`config.mk`:
```
export PLATFORM = sky130hd
export DESIGN_NAME = regfile_wb_arbiter
export DESIGN_NICKNAME = d
export VERILOG_FILES = /design/src/rtl/regfile_wb_arbiter_pkg.sv /design/src/rtl/regfile_wb_arbiter_rr.sv /design/src/rtl/regfile_wb_arbiter.sv
export SDC_FILE = /design/constraint.sdc
export NUM_CORES = 1
export LEC_CHECK = 0
export ABC_AREA = 0
export CORE_MARGIN = 2
export CORE_UTILIZATION = 43
export DETAILED_ROUTE_END_ITERATION = 12
export GPL_TIMING_DRIVEN = 1
export PLACE_DENSITY = 0.85
export SYNTH_ARGS = -nofsm -noshare
export SYNTH_HDL_FRONTEND = slang
export SYNTH_HIERARCHICAL = 1
export SYNTH_SLANG_ARGS = --single-unit
export TNS_END_PERCENT = 20
```
`constraint.sdc`:
```
create_clock -name clk -period 2.1 [get_ports clk]
set_input_delay 0.42 -clock clk [delete_from_list [all_inputs] [get_ports clk]]
set_output_delay 0.42 -clock clk [all_outputs]
set_load 0.01 [all_outputs]
```
`src/rtl/regfile_wb_arbiter_pkg.sv`:
```
// Shared definitions for the register-file writeback arbiter:
// index/data widths, round-robin state encoding, contention counter width.
package regfile_wb_arbiter_pkg;

  localparam int REG_IDX_W     = 5;
  localparam int DATAWIDTH_DEF = 32;
  localparam int CNT_W         = 16;

  typedef enum logic {
    PRI_ALU = 1'b0,
    PRI_LSU = 1'b1
  } rr_state_e;

  // Saturating increment: sticks at all-ones instead of wrapping.
  function automatic logic [CNT_W-1:0] sat_inc(input logic [CNT_W-1:0] v);
    return (&v) ? v : v + 1'b1;
  endfunction

endpackage

```
`src/rtl/regfile_wb_arbiter_rr.sv`:
```
// Two-requester round-robin grant logic for writeback (ALU vs. load unit).
// Grants are combinational from the valids; only the priority state is held.
// Priority flips only when both requesters compete and one of them wins.
module wb_rr_arbiter2
  import regfile_wb_arbiter_pkg::*;
(
  input  logic i_clk,
  input  logic i_rst,
  input  logic i_hold,
  input  logic i_req_alu,
  input  logic i_req_lsu,
  output logic o_gnt_alu,
  output logic o_gnt_lsu
);

  rr_state_e r_state;
  logic      w_contended;

  assign w_contended = !i_hold && i_req_alu && i_req_lsu;

  // Grant selection: hold blocks everyone, a lone requester always wins,
  // and under contention the current priority holder wins.
  always_comb begin
    o_gnt_alu = 1'b0;
    o_gnt_lsu = 1'b0;
    if (!i_hold) begin
      if (i_req_alu && (!i_req_lsu || r_state == PRI_ALU)) begin
        o_gnt_alu = 1'b1;
      end else if (i_req_lsu) begin
        o_gnt_lsu = 1'b1;
      end
    end
  end

  // Priority FSM: after a contended grant, the loser gets priority next time.
  always_ff @(posedge i_clk or posedge i_rst) begin
    if (i_rst) begin
      r_state <= PRI_ALU;
    end else if (w_contended) begin
      r_state <= o_gnt_alu ? PRI_LSU : PRI_ALU;
    end
  end

endmodule

```
`src/rtl/regfile_wb_arbiter.sv`:
```
// Register-file writeback arbiter: merges ALU and load-unit writebacks into
// the single register-file write port. Writes to x0 are accepted but dropped.
// Optional contention counter enabled by defining WB_ARB_CONFLICT_CNT_EN.
module regfile_wb_arbiter
  import regfile_wb_arbiter_pkg::*;
#(
  parameter int DATAWIDTH = DATAWIDTH_DEF
) (
  input  logic                 clk,
  input  logic                 rst,
  input  logic                 hold,
  input  logic                 alu_valid,
  input  logic [REG_IDX_W-1:0] alu_rd,
  input  logic [DATAWIDTH-1:0] alu_data,
  output logic                 alu_ready,
  input  logic                 lsu_valid,
  input  logic [REG_IDX_W-1:0] lsu_rd,
  input  logic [DATAWIDTH-1:0] lsu_data,
  output logic                 lsu_ready,
  output logic                 write,
  output logic [REG_IDX_W-1:0] writeReg,
  output logic [DATAWIDTH-1:0] writeData
`ifdef WB_ARB_CONFLICT_CNT_EN
  ,
  output logic [CNT_W-1:0]     conflict_cnt
`endif
);

  logic                 w_gnt_alu;
  logic                 w_gnt_lsu;
  logic                 w_xfer;
  logic [REG_IDX_W-1:0] w_rd;
  logic [DATAWIDTH-1:0] w_data;
  logic                 r_write;
  logic [REG_IDX_W-1:0] r_write_reg;
  logic [DATAWIDTH-1:0] r_write_data;

  wb_rr_arbiter2 u_rr (
    .i_clk     (clk),
    .i_rst     (rst),
    .i_hold    (hold),
    .i_req_alu (alu_valid),
    .i_req_lsu (lsu_valid),
    .o_gnt_alu (w_gnt_alu),
    .o_gnt_lsu (w_gnt_lsu)
  );

  assign alu_ready = w_gnt_alu;
  assign lsu_ready = w_gnt_lsu;
  assign w_xfer    = w_gnt_alu || w_gnt_lsu;

  // Datapath mux: forward the granted requester's index and data.
  always_comb begin
    w_rd   = lsu_rd;
    w_data = lsu_data;
    if (w_gnt_alu) begin
      w_rd   = alu_rd;
      w_data = alu_data;
    end
  end

  // Output stage: one-cycle write pulse; index/data only change on a real write.
  always_ff @(posedge clk or posedge rst) begin
    if (rst) begin
      r_write      <= 1'b0;
      r_write_reg  <= '0;
      r_write_data <= '0;
    end else begin
      r_write <= w_xfer && (w_rd != '0);
      if (w_xfer && (w_rd != '0)) begin
        r_write_reg  <= w_rd;
        r_write_data <= w_data;
      end
    end
  end

  assign write     = r_write;
  assign writeReg  = r_write_reg;
  assign writeData = r_write_data;

`ifdef WB_ARB_CONFLICT_CNT_EN
  logic [CNT_W-1:0] r_conflict_cnt;

  // Contention counter: counts unheld cycles where both requesters compete.
  always_ff @(posedge clk or posedge rst) begin
    if (rst) begin
      r_conflict_cnt <= '0;
    end else if (!hold && alu_valid && lsu_valid) begin
      r_conflict_cnt <= sat_inc(r_conflict_cnt);
    end
  end

  assign conflict_cnt = r_conflict_cnt;
`endif

endmodule

```
==> results of run 1 <==
-- power breakdown --
group	leakage (nW)	switching [mW]	internal, mW	total (mW)
sequential	0.432	0.218	1.00	1.22
clock	0.0422	0.257	0.233	0.491
combinational	1.20	0.610	0.888	1.50
total	1.68	1.09	2.12	3.21
-- cells in the final DEF, fill, tap and decap left out, types with 2 or more instances in the layout --
master | synthesis | routed
a21boi_4 | 0 | 2
a21oi_1 | 20 | 19
and4_1 | 16 | 16
buf_4 | 0 | 29
clkbuf_1 | 28 | 2
clkbuf_8 | 0 | 5
clkdlybuf4s50_1 | 0 | 115
dfrtp_1 | 39 | 39
dlygate4sd2_1 | 0 | 2
inv_1 | 40 | 39
nand2b_1 | 2 | 2
nor2b_1 | 36 | 35
nor3_1 | 32 | 32
o211ai_1 | 35 | 35
o21ai_0 | 27 | 27
o21ai_1 | 9 | 9
o311a_1 | 19 | 19
or3_1 | 16 | 16
-- repair_timing --
item	in CTS	in global routing
resized for setup	3	2
hold buffers	0	0
hold endpoints to repair	0	0
setup buffers	1	0
endpoints found under the setup margin	22	23
-- synthesized netlist by cell type (all sizes together) --
library cell,n,area share
and2b,1,0.0027
xnor2,1,0.0031
a21boi,2,0.0053
o211ai,35,0.093
nor2b,36,0.080
or4,2,0.0067
or2,1,0.0022
or3,16,0.036
nand3b,1,0.0071
nor3b,1,0.0044
o21ai,36,0.064
nor4,2,0.0098
a31oi,1,0.0022
nand2b,2,0.0044
a21oi,20,0.036
a22oi,1,0.0027
dfrtp,39,0.35
buf,10,0.021
and4,16,0.050
nor3,32,0.057
o311a,19,0.068
mux2,1,0.0040
inv,40,0.053
a311oi,1,0.0031
clkbuf,29,0.039
-- layer usage --
layer  up-vias  share of wire
met5         -              0
met4         0          0.022
met3        16          0.043
met2       113           0.50
met1      1523           0.43
li1       1487              -
-- sequential cells by signal, summed over array words and instances, names as in the netlist --
name	count
write	1
u_rr/r_state	1
writeReg	5
writeData	32
-- kinds of logic (layout without fill, tap and decap cells) --
group / Yosys count / in the layout / share of synthesized area
mux: 1 / 1 / 0.00400
xor+xnor: 1 / 1 / 0.00311
buf+inv: 79 / 197 / 0.113
flops: 39 / 39 / 0.347
compound gates: 115 / 115 / 0.274
simple gates: 110 / 110 / 0.259
-- worst paths after layout --
path,cells after the start,slack [ns],end,from
setup / recovery,5,0.07,lsu_ready,alu_valid
hold / removal,2,0.32,u_rr/r_state,rst
setup reg to reg,5,0.36,writeData[26],u_rr/r_state
min in group clk,1,0.54,writeData[20],writeData[20]
max in group asynchronous,3,1.03,writeData[28],rst
hold reg to reg,1,0.54,writeData[20],writeData[20]
-- metrics by stage --
| stage | cells | hold slack (ns) | power (mW) | TNS, ns | instance area [µm²] |
|---|---|---|---|---|---|
| 3_5_place_dp | 531 | 0.530 | 2.72 | -9.93 | 4180 |
| 4_1_cts | 540 | 0.318 | 3.21 | 0 | 4270 |
| 2_1_floorplan | 345 | 0.149 | 1.85 | 0 | 2820 |
| 3_3_place_gp | 531 | 0.520 | 2.67 | -8.75 | 4180 |
| 6_report | 540 | 0.316 | 3.21 | 0 | 4280 |
| 5_1_grt | 540 | 0.313 | 3.40 | 0 | 4280 |
-- area by class of cell --
| cell class | count | area, µm² |
|---|---|---|
| clock buffer | 7 | 76.3 |
| sequential | 39 | 976 |
| timing repair buffer | 149 | 1420 |
| fill | 524 | 2070 |
| multi-input combinational | 227 | 1560 |
| clock inverter | 1 | 5.00 |
| inverter | 40 | 150 |
| tap | 77 | 96.3 |
-- worst reg2reg max path: stages (launching register included) --
cell and delay (ns):
dfrtp_1 0.43, nor2b_1 0.08, nor3b_2 0.19, nor2b_2 0.20
a21boi_4 0.52, o311a_1 0.25
==> impl_metrics.json, run 1 <==
{
  "dp_slack_ns": -0.333,
  "grt_util_met3": 0.0379,
  "startpoint_type": "input port",
  "cp-end-kind": "output pin",
  "num_rows": 29,
  "powerDensity_nw_per_um2": 749,
  "finalCriticalPeriod_ns": 2.03,
  "crit_required_ns": 1.68,
  "synth_cell_types": 32,
  "critPathMaxStageDelay_ns": 0.44,
  "clk_latency_ns": 0.29,
  "drc_errors": 0,
  "vias_per_cell": 5.81,
  "clockBufferDepth": 2,
  "overflow": 0,
  "yosys_register_bits": 39,
  "dieWidth_um": 84.9,
  "n_antenna_cell": 0,
  "wirelength_um": 9160,
  "ys_seq_area_frac": 0.347,
  "drive_gt1_frac": 0.104,
  "core_area_um2": 6350,
  "cts_tree": "done",
  "arrival_ns": 1.61,
  "path_cells": "clkdlybuf4s50_1 -> nor2b_1 -> nor3b_2 -> buf_4 -> dlygate4sd2_1",
  "syn-num-nets": 424,
  "cts_made_buffers": 5,
  "wl_per_cell_um": 17.0,
  "cp_max_fo": 3,
  "synthCells": 345,
  "grt_pass1_vias": 3180,
  "period_share": 0.967,
  "setup_ws_ns": 0.0691,
  "leakage_nw": 1.68,
  "place.gp.congestion": 0.839,
  "firstDrtPassIters": 4,
  "fin_nets": 541,
  "grt_pass1_wl_um": 15300,
  "mappedNetlistArea_um2": 2820,
  "drt_iter0_drc": 151,
  "port_buffers": 118,
  "criticalPathCategory": "in2out",
  "grt_busiest_layer": "met2",
  "gr-usage-met1": 0.338,
  "syn_to_final_growth_pct": 52.1,
  "crit_slowest_cell": "clkdlybuf4s50_1",
  "max_freq_ghz": 0.492,
  "dieArea_um2": 7210,
  "grt_max_degree": 53,
  "hold_viol_final": 0,
  "drv_slew": 0,
  "dp_hpwl_um": 6480,
  "postSynthAreaPerCell_um2": 8.16,
  "root_buffer": "clkbuf_8",
  "antenna_found_initial": 0,
  "worstMarginPinSlew_ns": 0.615,
  "setup_viol_count_final": 0,
  "outcome": "completed",
  "ys_warn_count": 6,
  "grt_util_met2": 0.434,
  "fin_util": 0.675,
  "cpLargestDelayFamily": "buffers and inverters",
  "num_vias": 3139,
  "path_clk_slew_ns": 0.08,
  "min_path_type": "in2async",
  "grt_usage": 0.258,
  "finClkSkew_ns": 0.00777,
  "grt_setup_unrepaired": "no",
  "ir_worst_vdd_mv": 0.433,
  "crit_buf_inv": 3,
  "cts_sinks": 39,
  "relSlewSlack": 0.587,
  "die_h_um": 84.9,
  "start_util": 0.444,
  "final_antenna_net_count": 0,
  "htreeDepth": 2,
  "drv_cap": 0,
  "io_pins": 119
}
No activity file was read; power rests on OpenSTA's default activity.
==> inputs of run 2 (changes only) <==
Settings changed: PLACE_DENSITY 0.85 to 0.81.
==> impl_metrics.json, run 2 (synthesis results as in run 1) <==
{
  "outcome": "completed",
  "finClkSkew_ns": 0.00199,
  "drv_cap": 0,
  "antenna_found_initial": 0,
  "drive_gt1_frac": 0.102,
  "cp-end-kind": "output pin",
  "final_antenna_net_count": 0,
  "powerDensity_nw_per_um2": 758,
  "reg2reg_from": "u_rr/r_state",
  "fillers": 524,
  "final_common_cell": "clkdlybuf4s50_1",
  "drc_errors": 0,
  "worstReg2RegEnd": "writeReg[3]",
  "grt_util_met3": 0.0593,
  "largest_register_ffs": 32,
  "relSlewSlack": 0.538,
  "gr-usage-met1": 0.353,
  "ir_worst_vdd_mv": 0.479,
  "path_clk_slew_ns": 0.07,
  "num_rows": 29,
  "hold_viol_final": 0,
  "die_h_um": 84.9,
  "wirelength_um": 9070,
  "final-instance-count-excl-fill": 536,
  "wl_per_cell_um": 16.9,
  "post_cts_buffers": 0,
  "cts_sinks": 39,
  "place.gp.congestion": 0.794,
  "dieArea_um2": 7210,
  "cp_max_fo": 3,
  "grt_util_met2": 0.415,
  "dp_hpwl_um": 6280,
  "mostFrequentLayoutCells": "clkdlybuf4s50_1 (115), inv_1 (39), dfrtp_1 (39)",
  "min_path_type": "in2async",
  "max_freq_ghz": 0.495,
  "n_antenna_cell": 0,
  "start_util": 0.444,
  "fin_nets": 538,
  "drv_slew": 0,
  "grt_busiest_layer": "met2",
  "cts_made_buffers": 5,
  "grt_setup_unrepaired": "no",
  "port_buffers": 118,
  "criticalPathCategory": "in2out",
  "num_vias": 3088,
  "dieWidth_um": 84.9,
  "r2r_slack_ns": 0.34,
  "io_pins": 119,
  "clockBufferDepth": 2,
  "clk_latency_ns": 0.29,
  "cts_tree": "done",
  "syn_to_final_growth_pct": 51.1,
  "timing.hold.ws_ns": 0.303,
  "arrival_ns": 1.60,
  "grt_pass1_vias": 3043,
  "drt_iter0_drc": 185,
  "grt_usage": 0.257,
  "worst-r2r-cell-count": 6,
  "leakage_nw": 1.66,
  "cts_hold_buf": 0,
  "worstMarginPinSlew_ns": 0.689,
  "htreeDepth": 2,
  "finalCriticalPeriod_ns": 2.02,
  "post_cts_resized": 3,
  "grt_max_degree": 53,
  "vias_per_cell": 5.76,
  "dp.cells": 529,
  "firstDrtPassIters": 5,
  "core_area_um2": 6350,
  "setup_viol_count_final": 0,
  "grt_pass1_wl_um": 15100,
  "overflow": 0,
  "root_buffer": "clkbuf_8",
  "period_share": 0.962,
  "startpoint_type": "input port",
  "crit_required_ns": 1.68
}
==> run 2: cell types whose count changed in the layout (fill, tap and decap cells not counted), sizes merged <==
cell	previous run	this run
dlygate4sd2	2	1
buf	32	29
==> run 2: where the power goes <==
group	switching [mW]	total (mW)	internal (mW)
clock network	0.259	0.517	0.258
registers	0.219	1.22	1.00
logic	0.605	1.49	0.883
==> run 2: final cells by class <==
type	count	area, µm²	area share
flip-flops and latches	39	976	0.229
inverters	40	150	0.0353
multi-input cells	227	1550	0.364
clock buffers	6	82.6	0.0194
clock inverters	1	5.00	0.00118
repair buffers	146	1400	0.328
well taps	77	96.3	0.0226
==> run 2: layer usage <==
| layer | part of all wire | vias up |
|---|---|---|
| met1 | 0.42 | 1464 |
| met3 | 0.070 | 12 |
| met5 | 0 | - |
| li1 | - | 1481 |
| met2 | 0.50 | 131 |
| met4 | 0.013 | 0 |
==> run 2: worst max-delay path by stage <==
stage | from | end | slack [ns] | cells past startpoint
finish | alu_valid | lsu_ready | 0.08 | 5
global route | alu_rd[2] | writeData[14] | 0.004 | 5
CTS | alu_valid | alu_ready | 0.07 | 5
detailed placement | alu_valid | writeData[28] | -0.40 | 6
global placement | alu_valid | writeData[26] | -0.25 | 6
floorplan | hold | writeData[0] | 0.1 | 7
==> run 2: worst max-delay path: stages <==
cell,delay [ns]
clkdlybuf4s50_1,0.43
nor2b_1,0.15
nor3b_2,0.19
buf_4,0.15
dlygate4sd2_1,0.26
==> run 2: per-stage QoR <==
step	total power [mW]	util	cell area, µm²	worst slack [ns]	setup TNS (ns)
global route	3.41	0.670	4260	0.00430	0
floorplan	1.85	-	2820	0.0961	0
detailed placement	2.72	0.656	4160	-0.397	-10.98
CTS	3.24	0.670	4260	0.0659	0
finish	3.23	0.670	4260	0.0798	0
global placement	2.67	0.656	4160	-0.251	-8.08
